[src/rtl/wave_ui_pkg.sv]
// Shared constants for the scope front-panel controller: key indices and
// acquisition state encodings.
package wave_ui_pkg;

    localparam int N_KEY     = 6;
    localparam int KEY_MODE  = 0;
    localparam int KEY_ARM   = 1;
    localparam int KEY_EDGE  = 2;
    localparam int KEY_CHSEL = 3;
    localparam int KEY_UP    = 4;
    localparam int KEY_DOWN  = 5;

    localparam logic [1:0] ST_RUN   = 2'd0;
    localparam logic [1:0] ST_ARMED = 2'd1;
    localparam logic [1:0] ST_HOLD  = 2'd2;

endpackage

[src/rtl/key_debounce.sv]
// One raw active-low key: two-flop synchroniser, stable-count debounce and a
// registered one-cycle press pulse on each accepted 1->0 transition.
module key_debounce #(
    parameter int DEB_CYCLES = 500000
) (
    input  logic clk,
    input  logic reset_n,
    input  logic key_raw,
    output logic key_state,
    output logic key_press
);

    localparam int              CNT_W    = $clog2(DEB_CYCLES);
    localparam logic [CNT_W-1:0] CNT_LAST = CNT_W'(DEB_CYCLES - 1);

    logic             sync1;
    logic             sync2;
    logic             state_prev;
    logic [CNT_W-1:0] cnt;

    always_ff @(posedge clk or negedge reset_n) begin
        if (!reset_n) begin
            sync1      <= 1'b1;
            sync2      <= 1'b1;
            key_state  <= 1'b1;
            state_prev <= 1'b1;
            key_press  <= 1'b0;
            cnt        <= '0;
        end else begin
            // NOTE: non-blocking assignments keep every register sampling the
            // pre-edge value, which is what makes the sync chain two flops deep.
            sync1      <= key_raw;
            sync2      <= sync1;
            state_prev <= key_state;
            key_press  <= state_prev & ~key_state;
            if (sync2 == key_state) begin
                cnt <= '0;
            end else if (cnt == CNT_LAST) begin
                key_state <= sync2;
                cnt       <= '0;
            end else begin
                cnt <= cnt + 1'b1;
            end
        end
    end

endmodule

[src/rtl/wave_ui_ctrl.sv]
// Front-panel UI state: run/single FSM, trigger edge, channel select and
// per-channel trigger levels with auto-repeat on the UP/DOWN keys.
module wave_ui_ctrl
    import wave_ui_pkg::*;
#(
    parameter int NUM_CH     = 2,
    parameter int LVL_W      = 8,
    parameter int LVL_INIT   = 128,
    parameter int DEB_CYCLES = 500000,
    parameter int RPT_DELAY  = 25000000,
    parameter int RPT_PERIOD = 5000000
) (
    input  logic                      clk,
    input  logic                      reset_n,
    input  logic [N_KEY-1:0]          key_in,
    input  logic                      frame_done,
    output logic                      capture_en,
    output logic [1:0]                run_state,
    output logic                      single_mode,
    output logic                      trig_edge,
    output logic [$clog2(NUM_CH):0]   ch_sel,
    output logic [NUM_CH*LVL_W-1:0]   trig_level,
    output logic [N_KEY-1:0]          key_press
);

    localparam int               SEL_W       = $clog2(NUM_CH) + 1;
    localparam int               HOLD_W      = $clog2(RPT_DELAY + 1);
    localparam logic [HOLD_W-1:0] HOLD_LAST   = HOLD_W'(RPT_DELAY - 1);
    localparam logic [HOLD_W-1:0] HOLD_RELOAD = HOLD_W'(RPT_DELAY - RPT_PERIOD);
    localparam logic [SEL_W-1:0]  SEL_LAST    = SEL_W'(NUM_CH - 1);
    localparam logic [LVL_W-1:0]  LVL_MAX     = '1;
    localparam logic [LVL_W-1:0]  LVL_RST     = LVL_W'(LVL_INIT);

    logic [N_KEY-1:0]  key_state;
    logic              unused_key_state;
    logic [1:0]        state_nxt;
    logic [HOLD_W-1:0] hold_cnt;
    logic [HOLD_W-1:0] hold_nxt;
    logic              step_up;
    logic              step_dn;
    logic [LVL_W-1:0]  lvl [NUM_CH];

    for (genvar k = 0; k < N_KEY; k++) begin : g_key
        key_debounce #(.DEB_CYCLES(DEB_CYCLES)) u_deb (
            .clk      (clk),
            .reset_n  (reset_n),
            .key_raw  (key_in[k]),
            .key_state(key_state[k]),
            .key_press(key_press[k])
        );
    end

    // Only the level keys need their held state; the others act on presses.
    assign unused_key_state = &key_state[KEY_CHSEL:KEY_MODE];

    for (genvar c = 0; c < NUM_CH; c++) begin : g_lvl_out
        assign trig_level[c*LVL_W +: LVL_W] = lvl[c];
    end

    always_comb begin
        // NOTE: default first so every path assigns state_nxt and no latch forms.
        state_nxt = run_state;
        case (run_state)
            ST_RUN: begin
                if (key_press[KEY_MODE]) state_nxt = ST_ARMED;
            end
            ST_ARMED: begin
                if (key_press[KEY_MODE]) state_nxt = ST_RUN;
                else if (frame_done)     state_nxt = ST_HOLD;
            end
            ST_HOLD: begin
                if (key_press[KEY_MODE])     state_nxt = ST_RUN;
                else if (key_press[KEY_ARM]) state_nxt = ST_ARMED;
            end
            default: state_nxt = ST_RUN;
        endcase
    end

    // Reloading to RPT_DELAY-RPT_PERIOD reuses one terminal count for both
    // the initial delay and the repeat period, so the counter never wraps.
    always_comb begin
        step_up  = 1'b0;
        step_dn  = 1'b0;
        hold_nxt = '0;
        if (key_state[KEY_UP] || key_state[KEY_DOWN]) begin
            if (key_press[KEY_UP]) begin
                step_up = 1'b1;
            end else if (key_press[KEY_DOWN]) begin
                step_dn = 1'b1;
            end else if (!key_state[KEY_UP] || !key_state[KEY_DOWN]) begin
                if (hold_cnt == HOLD_LAST) begin
                    step_up  = !key_state[KEY_UP];
                    step_dn  = !key_state[KEY_DOWN];
                    hold_nxt = HOLD_RELOAD;
                end else begin
                    hold_nxt = hold_cnt + 1'b1;
                end
            end
        end
    end

    always_ff @(posedge clk or negedge reset_n) begin
        if (!reset_n) begin
            run_state   <= ST_RUN;
            capture_en  <= 1'b1;
            single_mode <= 1'b0;
            trig_edge   <= 1'b0;
            ch_sel      <= '0;
            hold_cnt    <= '0;
            // NOTE: the level array is ordinary registers, so it resets like any other state.
            for (int c = 0; c < NUM_CH; c++) lvl[c] <= LVL_RST;
        end else begin
            run_state   <= state_nxt;
            capture_en  <= (state_nxt != ST_HOLD);
            single_mode <= (state_nxt != ST_RUN);
            hold_cnt    <= hold_nxt;
            if (key_press[KEY_EDGE]) trig_edge <= ~trig_edge;
            if (key_press[KEY_CHSEL]) ch_sel <= (ch_sel == SEL_LAST) ? '0 : ch_sel + 1'b1;
            for (int c = 0; c < NUM_CH; c++) begin
                if (ch_sel == SEL_W'(c)) begin
                    if (step_up && lvl[c] != LVL_MAX)     lvl[c] <= lvl[c] + 1'b1;
                    else if (step_dn && lvl[c] != '0)     lvl[c] <= lvl[c] - 1'b1;
                end
            end
        end
    end

endmodule

[config.mk]
export PLATFORM = sky130hd
export DESIGN_NAME = wave_ui_ctrl
export DESIGN_NICKNAME = d
export VERILOG_FILES = /design/src/rtl/wave_ui_pkg.sv /design/src/rtl/key_debounce.sv /design/src/rtl/wave_ui_ctrl.sv
export SDC_FILE = /design/constraint.sdc
export NUM_CORES = 1
export LEC_CHECK = 0
export ABC_AREA = 1
export BUFFER_PORTS_ARGS = -buffer_cell sky130_fd_sc_hd__buf_2
export CAP_MARGIN = 20
export CORE_MARGIN = 5
export CORE_UTILIZATION = 65
export CTS_BUF_LIST = sky130_fd_sc_hd__clkbuf_16
export DETAILED_ROUTE_END_ITERATION = 8
export MAX_ROUTING_LAYER = met4
export PLACE_DENSITY = 0.83
export SYNTH_ARGS = -nofsm -noshare
export SYNTH_HDL_FRONTEND = slang
export SYNTH_HIERARCHICAL = 1
export SYNTH_SLANG_ARGS = --single-unit
[constraint.sdc]
create_clock -name clk -period 5.6 [get_ports clk]
set_input_delay 0.84 -clock clk [delete_from_list [all_inputs] [get_ports clk]]
set_output_delay 0.84 -clock clk [all_outputs]
set_load 0.02 [all_outputs]
## Word level (Yosys, flattened, before mapping)

Cells that the tools add are included.

| word-level totals | value |
|---|---|
| bits in registers | 192 |
| input port bits | 9 |
| logic and storage cells | 155 |

| cells by class | value |
|---|---|
| add/subtract/negate cells | 12 |
| equality and inequality tests | 19 |
| mux-type cells | 38 |
| bitwise logic cells | 19 |
| reduce and logical (&&, ||, !) cells | 23 |

Operators with widths:

| operator | count |
|---|---|
| $mux 19 | 12 |
| $mux 25 | 5 |
| $add 19x1->19 const B | 6 |
| $eq 19x19->1 const B | 6 |
| $mux 8 | 4 |
| $add 25x1->25 const B | 1 |
| $eq 25x25->1 const B | 1 |
| $add 8x1->8 const B | 2 |
| $ne 8x8->1 const B | 2 |
| $reduce_and 2->1 | 8 |
| $reduce_bool 8->1 | 2 |
| $sub 8x1->8 const B | 2 |
| $not 1->1 | 13 |
| $mux 2 | 6 |
| $mux 1 | 10 |
| $and 1x1->1 | 6 |
| $eq 1x1->1 | 6 |
| $pmux 2 s3 | 1 |
| $reduce_bool 2->1 | 3 |
| $eq 2x1->1 const B | 2 |
| $logic_and 1x1->1 | 4 |
| $logic_not 2->1 | 2 |
| $add 2x1->2 const B | 1 |
| $eq 2x2->1 const B | 1 |
| other kinds (3) | 5 |

## Depth between registers and ports, before layout

| depth | value |
|---|---|
| word-level depth | 9 |
| depth in mapped cells | 17 |
| depth with buffers taken out | 17 |

## By module

Netlist, hierarchy kept.

Modules (own cells, without submodules):

| module | times used | cells an instance | area each (µm²) | seq. area each (µm²) |
|---|---|---|---|---|
| key_debounce at g_key[0].u_deb ... | 5 | 151 | 1246.2 | 605.6 |
| wave_ui_ctrl | 1 | 387 | 3009.1 | 1204.9 |
| key_debounce at g_key[3].u_deb | 1 | 150 | 1276.2 | 605.6 |

## Worst setup path after synthesis

OpenSTA, ideal clock, no wires.

| timing path | value |
|---|---|
| kind | register -> register |
| start | register hold_cnt[0] |
| end | register lvl, in the netlist trig_level[14] |
| library setup time | 65 ps |
| data arrival time | 2333 ps |
| data required time | 5535 ps |
| slack | 3202 ps |
| cell stages (with the launch flop) | 18 |
| path buffers | 0 |
| clock period less this slack | 2398 ps |
| cells stage by stage | dfrtp_1 -> ha_1 -> nand3_2 -> clkinv_1 -> nand2_1 -> nor2_2 -> nand3_2 -> nand2_4 -> nand3_4 -> fa_1 -> nand3_1 -> nand2_1 -> a21oi_1 -> nor2_1 -> nor2_1 -> xor2_1 -> nand2_1 -> nand2_1 |

| between the ends | value |
|---|---|
| word-level cells in the longest chain between the ends | 9 |

Ends and longest elaborated chain:

| element | line | RTL |
|---|---|---|
| start, declared | wave_ui_ctrl.sv:37 | `logic [HOLD_W-1:0] hold_cnt;` |
| start signal, assigned | wave_ui_ctrl.sv:116 | `hold_cnt <= hold_nxt;` |
| $eq 25x25->1 * | wave_ui_ctrl.sv:91 | `if (hold_cnt == HOLD_LAST) begin` |
| $mux 1 | wave_ui_ctrl.sv:91 |  |
| $mux 1 | wave_ui_ctrl.sv:90 | `end else if (!key_state[KEY_UP] \|\| !key_state[KEY_DOWN]) begin` |
| $mux 1 | wave_ui_ctrl.sv:88 | `end else if (key_press[KEY_DOWN]) begin` |
| $mux 1 | wave_ui_ctrl.sv:86 | `if (key_press[KEY_UP]) begin` |
| $mux 1 | wave_ui_ctrl.sv:85 | `if (key_state[KEY_UP] \|\| key_state[KEY_DOWN]) begin` |
| $logic_and 1x1->1 (on tied branches) | wave_ui_ctrl.sv:121, wave_ui_ctrl.sv:122 |  |
| $reduce_bool 2->1 (no line) | n/a |  |
| $reduce_and 2->1 (no line) | n/a |  |
| end, declared | wave_ui_ctrl.sv:41 | `logic [LVL_W-1:0] lvl [NUM_CH];` |

Mark *: on every way between the ends. The rest lies on a longest branch, timed or not.
A chain may end at the register's enable or synchronous reset.

## Worst setup path in the final report

| timing path | value |
|---|---|
| start | register hold_cnt[0] |
| end | register lvl, in the netlist trig_level[5] |

Same word-level chain as after synthesis.

==> impl_metrics.ini <==
[floorplanning]
start_util_pct = 66.2
core_area_um2 = 15900
die_area_um2 = 18800
rows = 46
die_h_um = 137
pin_count = 38
die_w_um = 137

[finish]
nFillCells = 1185
final_common_cell = nand2_1
seqCellArea_um2 = 4840
antenna_cells = 0
area_growth_pct = 9.97
final_cell_mix = 248 x nand2_1, 244 x nor2_1, 165 x dfrtp_1, 153 x inv_1, 86 x nand3_1
nets = 1378
layout-drive-gt1-share_pct = 16.7
multi_input_area_um2 = 5030

[clock_network]
cts_resized = 0
cts-root-buf = clkbuf_16
cts-buffers-inserted = 17
clock_latency_ns = 0.43
cts_setup_buffers = 0
clkSlewWorstSetupHoldPaths_ns = 0.07
cts_tree = yes
htree_num_levels = 4
cts.sink_count = 192
clk_path_buf_depth = 2
ctsHoldBuffers = 0

[drt]
routed_wl_mm = 20.0
vias = 8348
wl_per_cell_um = 12.7
detail-route-antenna-nets = 0
dr.first_iter.drc_count = 574
drc = 0
vias_per_cell = 5.29
dr.pass1.iters = 7

[yosys]
syn_inst = 1292
synth_fa_ha_area_share_pct = 2.64
synth_compound_area_share_pct = 5.00
seq_area_frac_synth_pct = 46.0
synth_top_family_by_area = simple AND/OR/NAND/NOR gates
synth_xor_area_share_pct = 6.51
ys_warn_count = 6
syn-num-nets = 1322
synth_area_um2 = 10500
yosys_register_bits = 192
avgSynthCellArea_um2 = 8.14
synthMuxAreaShare_pct = 0
yosysUniqueCellTypes = 40
synthSimpleGateAreaFrac_pct = 33.7

[sta]
tightest_slew_ns = 0.652
finalSetupViolCount = 0
clock.fmax_ghz = 0.375
min_period_ns = 2.67
fin_skew_ns = 0.0112
drv_slew = 0
whs_ns = 0.357
finalSetupTns_ns = 0
rsz0062_at_grt = no
final.period_utilization_pct = 47.6
maxSlewHeadroom_pct = 56.5
hold_viol_final = 0

[placed_design]
place_congestion = 0.932
post-dp-hpwl_mm = 14.4
io_buffers = 37

[worst_setup_path]
worstPathRequired_ns = 5.97
path_max_fanout = 9
startpoint_type = register
cp.arrival_ns = 3.04
crit_type = register to register
reg2reg_slack_ns = 2.93
endpoint_kind = register

[global_routing]
grt_max_degree = 110
grt_util_all_layers_pct = 23.5
grtUsageMet2_pct = 39.4
top_usage_layer = met2
use_met3_pct = 3.54
grt.overflow.total = 0
grtUsageMet1_pct = 29.7
antenna_found_initial = 0
grt_pass1_vias = 8050
grt_pass1_wl_mm = 35.4

[power_and_ir_drop]
power.leakage_nw = 5.19
ir_worst_vdd_v = 0.000227
power_density_nw_per_um2 = 231

[status]
outcome = finished, final reports clean

[job]
max_cap_viol_count = 0

[hold_path]
hold_class = register to register
routing by layer:
| metal | routed length [µm] | share of wire (%) |
|---|---|---|
| met5 | 0 | 0 |
| met4 | 298 | 1.5 |
| met2 | 10100 | 51 |
| met1 | 9030 | 45 |
| met3 | 583 | 2.9 |
report_power, final:
group	internal, mW	leakage, nW	total, mW	switching [mW]
Combinational	0.0208	2.34	0.0834	0.0626
Clock	0.655	0.286	1.17	0.514
Sequential	1.41	2.57	1.42	0.0120
final timing paths:
kind / cells past startpoint / start / to
setup / recovery: 15 / hold_cnt[0] / trig_level[5]
hold / removal: 0 / g_key[4].u_deb/sync1 / g_key[4].u_deb/sync2
setup reg to reg: 15 / hold_cnt[0] / trig_level[5]
hold reg to reg: 0 / g_key[4].u_deb/sync1 / g_key[4].u_deb/sync2
max in group asynchronous: 2 / reset_n / g_key[3].u_deb/cnt[17]
min in group asynchronous: 1 / reset_n / g_key[5].u_deb/cnt[11]
cells in the mapped netlist:
cell type,n,share of area [%]
a211oi_1,1,0.071
a21boi_0,2,0.14
a21oi_1,41,2.0
a21oi_2,1,0.083
a21oi_4,2,0.31
a31oi_1,1,0.060
buf_2,1,0.048
clkinv_1,1,0.036
dfrtp_1,165,39
dfstp_2,27,6.7
fa_1,2,0.38
ha_1,19,2.3
inv_1,152,5.4
inv_2,15,0.54
inv_4,2,0.12
nand2_1,248,8.9
nand2_2,23,1.4
nand2_4,7,0.75
nand3_1,86,4.1
nand3_2,11,1.0
nand3_4,2,0.33
nand4_1,26,1.5
nor2_1,244,8.7
nor2_2,32,1.9
nor2_4,22,2.4
nor3_1,18,0.86
nor3b_1,7,0.50
nor3b_2,7,0.83
nor4_1,6,0.36
o21a_1,6,0.43
o21ai_0,15,0.71
o21ai_1,20,0.95
o22ai_1,1,0.060
o311ai_0,1,0.083
o31ai_1,2,0.14
or2_0,1,0.060
or2_2,2,0.12
xnor2_1,13,1.1
xor2_1,54,4.5
xor2_2,6,0.93
flip-flops by register name, indices dropped and copies added (netlist names), 6 cells and up:
register,flops
g_key.u_deb/cnt,114
g_key.u_deb/key_press,6
g_key.u_deb/key_state,6
g_key.u_deb/state_prev,6
g_key.u_deb/sync1,6
g_key.u_deb/sync2,6
hold_cnt,25
trig_level,16
critical path, stage by stage (launching register included):
cell and delay [ns]:
dfrtp_1 0.37, ha_1 0.22, nand3_2 0.14, clkinv_1 0.09, nand2_1 0.06, nor2_2 0.14, nand3_2 0.10, nand2_4 0.11
nand3_4 0.14, ha_1 0.38, a21oi_1 0.20, nand2_1 0.14, a21boi_0 0.23, xor2_1 0.16, nand2_1 0.06, nand2_1 0.07
cell type report:
cell class	count	share of cell area (%)
flip-flops and latches	192	41.8
multi-input cells	929	43.5
clock inverters	15	1.24
inverters	170	5.56
well taps	216	2.34
repair buffers	38	1.85
clock buffers	17	3.68
per-stage QoR:
| stage | utilization [%] | setup WS (ns) | total power [mW] | std cells | area, µm² |
|---|---|---|---|---|---|
| 5_1_grt | 72.8 | 2.67 | 2.77 | 1577 | 11600 |
| 4_1_cts | 72.8 | 2.93 | 2.70 | 1577 | 11600 |
| 6_report | 72.8 | 2.93 | 2.67 | 1577 | 11600 |
| 3_5_place_dp | 69.2 | 2.95 | 1.53 | 1545 | 11000 |
| 2_1_floorplan | - | 3.20 | 1.48 | 1292 | 10500 |
| 3_3_place_gp | 69.2 | 3.04 | 1.53 | 1545 | 11000 |
kinds of logic (layout without fill, tap and decap cells):
group                    after synthesis  after routing
XOR/XNOR                              73             73
buffers and inverters                171            240
adder cells (fa/ha/maj)               21             21
AO/OA/AOI/OAI                         93             93
flip-flops                           192            192
AND/OR/NAND/NOR                      742            742
Note: power is estimated with default switching activity, not from simulation.
